===== config.mk =====
export PLATFORM = sky130hd
export DESIGN_NAME = muldiv_unit_flat
export DESIGN_NICKNAME = d
export VERILOG_FILES = /design/src/rtl/muldiv_unit_if.sv /design/src/rtl/muldiv_unit.sv /design/src/flat_wrapper.sv
export SDC_FILE = /design/constraint.sdc
export NUM_CORES = 1
export LEC_CHECK = 0
export CORE_ASPECT_RATIO = 1.1
export CORE_MARGIN = 2
export CORE_UTILIZATION = 35
export CTS_CLUSTER_SIZE = 8
export DETAILED_ROUTE_END_ITERATION = 7
export DONT_BUFFER_PORTS = 1
export MAX_ROUTING_LAYER = met4
export PLACE_DENSITY = 0.48
export SYNTH_ARGS = -nofsm -noshare
export SYNTH_HDL_FRONTEND = slang
export SYNTH_SLANG_ARGS = --single-unit

===== constraint.sdc =====
create_clock -name clk -period 4.93 [get_ports clk]
set_input_delay 1.479 -clock clk [delete_from_list [all_inputs] [get_ports clk]]
set_output_delay 1.479 -clock clk [all_outputs]
set_load 0.05 [all_outputs]

===== src/rtl/muldiv_unit_if.sv =====
// rtl/muldiv_unit_if.sv - request/result bundle between the core controller and muldiv_unit
// Signals:
//   start, op[1:0], a, b      operation request (op: 00 mult, 01 multu, 10 div, 11 divu)
//   hi_we, lo_we, wdata       direct HI/LO writes (mthi/mtlo)
//   busy, done                unit status; done pulses once per finished operation
//   hi, lo                    architectural HI/LO registers
// master: the controller side; slave: the multiply/divide unit.
interface muldiv_unit_if #(
  parameter int WIDTH = 32
);
  logic             start;
  logic [1:0]       op;
  logic [WIDTH-1:0] a;
  logic [WIDTH-1:0] b;
  logic             hi_we;
  logic             lo_we;
  logic [WIDTH-1:0] wdata;
  logic             busy;
  logic             done;
  logic [WIDTH-1:0] hi;
  logic [WIDTH-1:0] lo;

  modport master (
    output start, op, a, b, hi_we, lo_we, wdata,
    input  busy, done, hi, lo
  );

  modport slave (
    input  start, op, a, b, hi_we, lo_we, wdata,
    output busy, done, hi, lo
  );
endinterface


===== src/rtl/muldiv_unit.sv =====
// rtl/muldiv_unit.sv - iterative radix-2 multiply/divide unit owning the HI/LO registers
// Ports:
//   clk        rising-edge clock
//   rst        synchronous active-high reset; aborts any operation, clears HI/LO
//   bus.slave  start/op/a/b request, hi_we/lo_we/wdata direct writes,
//              busy/done status and hi/lo result registers
// One shift-add or restoring-divide step per cycle on operand magnitudes;
// the sign is applied once, in FIN, when HI/LO are written.
module muldiv_unit #(
  parameter int WIDTH = 32
) (
  input  logic         clk,
  input  logic         rst,
  muldiv_unit_if.slave bus
);
  localparam int CW = $clog2(WIDTH);

  typedef enum logic [1:0] {
    IDLE = 2'd0,
    CALC = 2'd1,
    FIN  = 2'd2
  } state_t;

  state_t             state, state_nx;
  logic [CW-1:0]      count;
  // mul: {accumulator high half, multiplier shifting out}
  // div: {partial remainder, dividend shifting out / quotient shifting in}
  logic [2*WIDTH-1:0] prod;
  logic [WIDTH-1:0]   opnd;     // multiplicand magnitude or divisor magnitude
  logic               is_div;
  logic               neg_lo;   // negate product (mul) or quotient (div)
  logic               neg_hi;   // negate remainder (div only)
  logic               dz_hold;  // divide-by-zero spends one extra FIN cycle

  logic               sgn_op, a_neg, b_neg, b_zero;
  logic [WIDTH-1:0]   mag_a, mag_b;
  logic [WIDTH:0]     mul_sum, div_shift, div_diff;
  logic [2*WIDTH-1:0] mul_next, div_next, prod_neg;
  logic [WIDTH-1:0]   fin_hi, fin_lo;

  assign bus.busy = (state != IDLE);

  always_comb begin
    sgn_op = ~bus.op[0];
    a_neg  = sgn_op & bus.a[WIDTH-1];
    b_neg  = sgn_op & bus.b[WIDTH-1];
    // Magnitudes are kept as WIDTH-bit unsigned so -2^(W-1) maps to 2^(W-1).
    mag_a  = a_neg ? -bus.a : bus.a;
    mag_b  = b_neg ? -bus.b : bus.b;
    b_zero = (bus.b == '0);

    mul_sum  = {1'b0, prod[2*WIDTH-1:WIDTH]} + (prod[0] ? {1'b0, opnd} : '0);
    mul_next = {mul_sum, prod[WIDTH-1:1]};

    div_shift = {prod[2*WIDTH-1:WIDTH], prod[WIDTH-1]};
    div_diff  = div_shift - {1'b0, opnd};
    // A borrow out of the top bit means the divisor did not fit: restore.
    div_next  = div_diff[WIDTH] ? {div_shift[WIDTH-1:0], prod[WIDTH-2:0], 1'b0}
                                : {div_diff[WIDTH-1:0], prod[WIDTH-2:0], 1'b1};

    prod_neg = -prod;
    if (is_div) begin
      fin_lo = neg_lo ? -prod[WIDTH-1:0] : prod[WIDTH-1:0];
      fin_hi = neg_hi ? -prod[2*WIDTH-1:WIDTH] : prod[2*WIDTH-1:WIDTH];
    end else begin
      fin_lo = neg_lo ? prod_neg[WIDTH-1:0] : prod[WIDTH-1:0];
      fin_hi = neg_lo ? prod_neg[2*WIDTH-1:WIDTH] : prod[2*WIDTH-1:WIDTH];
    end
  end

  always_comb begin
    state_nx = state;
    case (state)
      IDLE: if (bus.start) state_nx = (bus.op[1] && b_zero) ? FIN : CALC;
      CALC: if (count == CW'(WIDTH - 1)) state_nx = FIN;
      FIN:  if (!dz_hold) state_nx = IDLE;
      default: state_nx = IDLE;
    endcase
  end

  always_ff @(posedge clk) begin
    if (rst) begin
      state    <= IDLE;
      count    <= '0;
      prod     <= '0;
      opnd     <= '0;
      is_div   <= 1'b0;
      neg_lo   <= 1'b0;
      neg_hi   <= 1'b0;
      dz_hold  <= 1'b0;
      bus.hi   <= '0;
      bus.lo   <= '0;
      bus.done <= 1'b0;
    end else begin
      state    <= state_nx;
      bus.done <= 1'b0;
      case (state)
        IDLE: begin
          if (bus.hi_we) bus.hi <= bus.wdata;
          if (bus.lo_we) bus.lo <= bus.wdata;
          if (bus.start) begin
            count  <= '0;
            is_div <= bus.op[1];
            neg_lo <= a_neg ^ b_neg;
            neg_hi <= a_neg;
            if (bus.op[1]) begin
              opnd <= mag_b;
              if (b_zero) begin
                // Final answer preloaded unsigned: HI keeps a, LO all ones.
                prod    <= {bus.a, {WIDTH{1'b1}}};
                neg_lo  <= 1'b0;
                neg_hi  <= 1'b0;
                dz_hold <= 1'b1;
              end else begin
                prod <= {{WIDTH{1'b0}}, mag_a};
              end
            end else begin
              opnd <= mag_a;
              prod <= {{WIDTH{1'b0}}, mag_b};
            end
          end
        end
        CALC: begin
          count <= count + CW'(1);
          prod  <= is_div ? div_next : mul_next;
        end
        FIN: begin
          if (dz_hold) begin
            dz_hold <= 1'b0;
          end else begin
            bus.hi   <= fin_hi;
            bus.lo   <= fin_lo;
            bus.done <= 1'b1;
          end
        end
        default: ;
      endcase
    end
  end
endmodule


===== src/flat_wrapper.sv =====
// flat-port wrapper written by rule: the top's interface ports become plain ports
module muldiv_unit_flat 
#(
  parameter int WIDTH = 32
)
  (clk, rst, bus_start, bus_op, bus_a, bus_b, bus_hi_we, bus_lo_we, bus_wdata, bus_busy, bus_done, bus_hi, bus_lo);
  muldiv_unit_if #(.WIDTH(WIDTH)) bus_i ();
  input  logic clk;
  input  logic rst;
  input wire logic [$bits(bus_i.start)-1:0] bus_start;
  input wire logic [$bits(bus_i.op)-1:0] bus_op;
  input wire logic [$bits(bus_i.a)-1:0] bus_a;
  input wire logic [$bits(bus_i.b)-1:0] bus_b;
  input wire logic [$bits(bus_i.hi_we)-1:0] bus_hi_we;
  input wire logic [$bits(bus_i.lo_we)-1:0] bus_lo_we;
  input wire logic [$bits(bus_i.wdata)-1:0] bus_wdata;
  output wire logic [$bits(bus_i.busy)-1:0] bus_busy;
  output wire logic [$bits(bus_i.done)-1:0] bus_done;
  output wire logic [$bits(bus_i.hi)-1:0] bus_hi;
  output wire logic [$bits(bus_i.lo)-1:0] bus_lo;
  assign bus_i.start = bus_start;
  assign bus_i.op = bus_op;
  assign bus_i.a = bus_a;
  assign bus_i.b = bus_b;
  assign bus_i.hi_we = bus_hi_we;
  assign bus_i.lo_we = bus_lo_we;
  assign bus_i.wdata = bus_wdata;
  assign bus_busy = bus_i.busy;
  assign bus_done = bus_i.done;
  assign bus_hi = bus_i.hi;
  assign bus_lo = bus_i.lo;
  muldiv_unit #(.WIDTH(WIDTH)) u_core (.clk(clk), .rst(rst), .bus(bus_i));
endmodule

==> flow_metrics.env <==
export IMPL_place_inst=2541
export IMPL_grt_pass1_wl_um=93400
export IMPL_start_util=0.352
export IMPL_synth_area_mux_share=0.0241
export IMPL_async_reset_ff_frac=0
export IMPL_max_cap_viol_count=0
export IMPL_ir_worst_vdd_mv=0.267
export IMPL_grt_overflow=0
export IMPL_synth_adder_area_share=0.0617
export IMPL_drive_gt1_frac=0.0598
export IMPL_syn_area_um2=14800
export IMPL_drc=0
export IMPL_synth_common_cells="279 x nor2_1, 220 x a21oi_1, 197 x nand2_1, 172 x dfxtp_1, 126 x clkbuf_1"
export IMPL_grt_pass1_vias=14480
export IMPL_syn_nets=2249
export IMPL_die_w_um=200
export IMPL_critPathLaunchType="flop"
export IMPL_power_density_nw_per_um2=297
export IMPL_crit_path_end_kind="flop"
export IMPL_cts_made_buffers=17
export IMPL_tritoncts="done"
export IMPL_status="complete, no violations"
export IMPL_clkSinkCount=172
export IMPL_synth_area_per_cell_um2=7.15
export IMPL_ys_types=81
export IMPL_post_layout_nonfiller_instances=2573
export IMPL_p_leak_nw=5.96
export IMPL_min_path_cells=2
export IMPL_total_power_mw=4.75
export IMPL_path_max_fanout=13
export IMPL_ant_nets=0
export IMPL_hold_violations=0
export IMPL_nNetsFinal=2168
export IMPL_r2r_end="u_core.prod[47]"
export IMPL_fin_crit_ns=4.24
export IMPL_cp_data_required_time_ns=5.33
export IMPL_grt_max_degree=172
export IMPL_std_cell_rows=79
export IMPL_clkLatencyLatePin_ns=0.47
export IMPL_post_cts_resized=0
export IMPL_min_path_type="reg2reg"
export IMPL_synth_top_family_by_area="compound AO/OA/AOI/OAI gates"
export IMPL_synth_xor_area_frac=0.0997
export IMPL_tightestPinTransition_ns=1.17
export IMPL_max_freq_mhz=236
export IMPL_ys_seq_area_frac=0.232
export IMPL_synth_top_area_frac=0.232
export IMPL_syn_inst=2074
export IMPL_cts_setup_buffers=0
export IMPL_yosys_cell_count_top_type="nor2_1"
export IMPL_synth_compound_area_frac=0.308
export IMPL_hold_buffers=0
export IMPL_drt_first_pass_iters=5
export IMPL_fin_setup_tns_ns=0
export IMPL_setup_viol=0
export IMPL_ff2ff_setup_slack_ns=0.69
export IMPL_yosys_register_bits=172
export IMPL_hpwlAfterDp_um=48800
export IMPL_yosys_warnings=0
export IMPL_max_slew_margin_rel=0.214
export IMPL_wl_per_cell_um=24.7
export IMPL_netlist_top_cell_by_area="dfxtp_1"
export IMPL_holdPathEnd="u_core.opnd[2]"
export IMPL_n_antenna_cell=0
export IMPL_drv_slew=0
export IMPL_synth_edf_count=0
export IMPL_crit_arrival_ns=4.64
export IMPL_antenna_found_initial=0
export IMPL_rr_startpoint="u_core.prod[31]"
export IMPL_fp_coreArea_um2=42100
export IMPL_min_delay_start="u_core.opnd[2]"
export IMPL_synth_simple_area_share=0.220
export IMPL_finalWirelength_um=63500
export IMPL_period_share=0.859
export IMPL_drt_iter0_markers=1497
export IMPL_dieArea_um2=44100
export IMPL_r2r_cells=14
export IMPL_synth_flop_cell="dfxtp_1"
export IMPL_fill_cells=4608
export IMPL_drt_vias_per_instance=6.04
export IMPL_fin_worst_skew_ns=0.0103
export IMPL_h_tree_depth=4
export IMPL_die_y_um=220
export IMPL_root_buffer="clkbuf_16"
export IMPL_place_congestion=0.996
export IMPL_rsz0062_at_grt="no"
export IMPL_io_pins=169
export IMPL_via_count=15533
export IMPL_cts_buffer_depth=2
export IMPL_area_growth_pct=7.75
export IMPL_grt_use_total=0.289
export IMPL_clkTransAtPathRegs_ns=0.08
export IMPL_path_class="reg2reg"
export IMPL_numPortBuffers=0
export IMPL_synth_area_top_cells="dfxtp_1 23%, a21oi_1 7.4%, nor2_1 7.1%"
through the flow:
step	hold WS [ns]	util	setup slack [ns]	area, um2
global placement	0.443	0.365	0.764	15400
global route	0.477	0.380	0.530	16000
CTS	0.454	0.380	0.770	16000
finish	0.455	0.380	0.693	16000
detailed placement	0.444	0.365	0.750	15400
floorplan	0.432	-	0.972	14800
registers in the layout, summed over array words and instances, names as in the netlist:
name,flops
u_core.neg_lo,1
u_core.bus.done,1
u_core.bus.hi,32
u_core.neg_hi,1
u_core.is_div,1
u_core.dz_hold,1
u_core.count,5
u_core.bus.lo,32
u_core.state,2
u_core.prod,64
u_core.opnd,32
per-layer routing:
layer  track usage  wire length [um]  vias to the layer above
li1              -                 -                     7400
met1         0.356             27100                     7387
met2         0.454             28700                      616
met3        0.0524              4220                      130
met4         0.149              3450                        0
met5             -                 0                        -
where the power goes:
part,internal (mW),switching (mW),leakage (nW)
Clock,0.726,0.727,0.293
Combinational,0.579,0.956,4.26
Sequential,1.49,0.271,1.41
Total,2.80,1.95,5.96
layout make-up:
cell class | instances | area [um2] | share of cell area
multi-input cells | 1692 | 10600 | 0.664
clock buffers | 17 | 425 | 0.0266
repair buffers | 48 | 373 | 0.0233
flip-flops and latches | 172 | 3450 | 0.216
clock inverters | 15 | 178 | 0.0111
well taps | 567 | 709 | 0.0444
inverters | 62 | 233 | 0.0146
cells by family (layout without fill, tap and decap cells):
group / after synthesis / in the layout
XOR/XNOR: 168 / 168
flip-flops: 172 / 172
adder cells (fa/ha/maj): 72 / 72
AND/OR/NAND/NOR: 717 / 717
buffers and inverters: 210 / 142
multiplexers: 35 / 35
AO/OA/AOI/OAI: 700 / 700
placed cells by master (no fill, tap or decap), types with 11 or more instances in the layout:
cell type | synthesis | final
clkbuf_16 | 0 | 17
or3_1 | 21 | 21
inv_1 | 60 | 60
nand3_1 | 33 | 32
a311oi_1 | 21 | 21
a221oi_1 | 22 | 22
nor4_1 | 13 | 13
nor2b_1 | 27 | 27
a22oi_1 | 20 | 20
o41ai_1 | 19 | 19
o21a_1 | 11 | 11
a31oi_1 | 31 | 31
a21o_1 | 29 | 29
a21oi_1 | 220 | 219
nor3_1 | 58 | 58
xnor2_1 | 86 | 86
ha_1 | 70 | 70
nand4_1 | 17 | 17
nand2_1 | 197 | 196
dfxtp_1 | 172 | 171
xor2_1 | 81 | 80
buf_4 | 2 | 47
and2_1 | 11 | 11
o211ai_1 | 33 | 33
a211oi_1 | 75 | 75
nor2_1 | 279 | 277
o21ai_0 | 109 | 109
mux2i_1 | 29 | 29
o31ai_1 | 26 | 26
worst max-delay path, stage by stage, from the launching register on:
cell      delay [ns]
dfxtp_1         0.48
inv_1           0.12
ha_1            0.23
fa_1            0.39
nand2b_1        0.19
a21oi_1         0.23
nor2_1          0.12
o41a_1          0.45
nand3_1         0.23
a21oi_1         0.19
xor2_2          0.63
buf_4           0.28
nand2_1         0.06
a31oi_1         0.39
o21bai_1        0.17
worst max-delay path by stage:
| stage | from | end |
|---|---|---|
| after CTS | u_core.prod[31] | u_core.prod[47] |
| after global placement | bus_a[16] | u_core.prod[29] |
| after global routing | u_core.prod[31] | u_core.prod[47] |
| after floorplan | bus_b[8] | u_core.prod[35] |
| after detailed placement | bus_b[8] | u_core.prod[62] |
| final | u_core.prod[31] | u_core.prod[47] |
No activity file was read; power rests on OpenSTA's default activity.
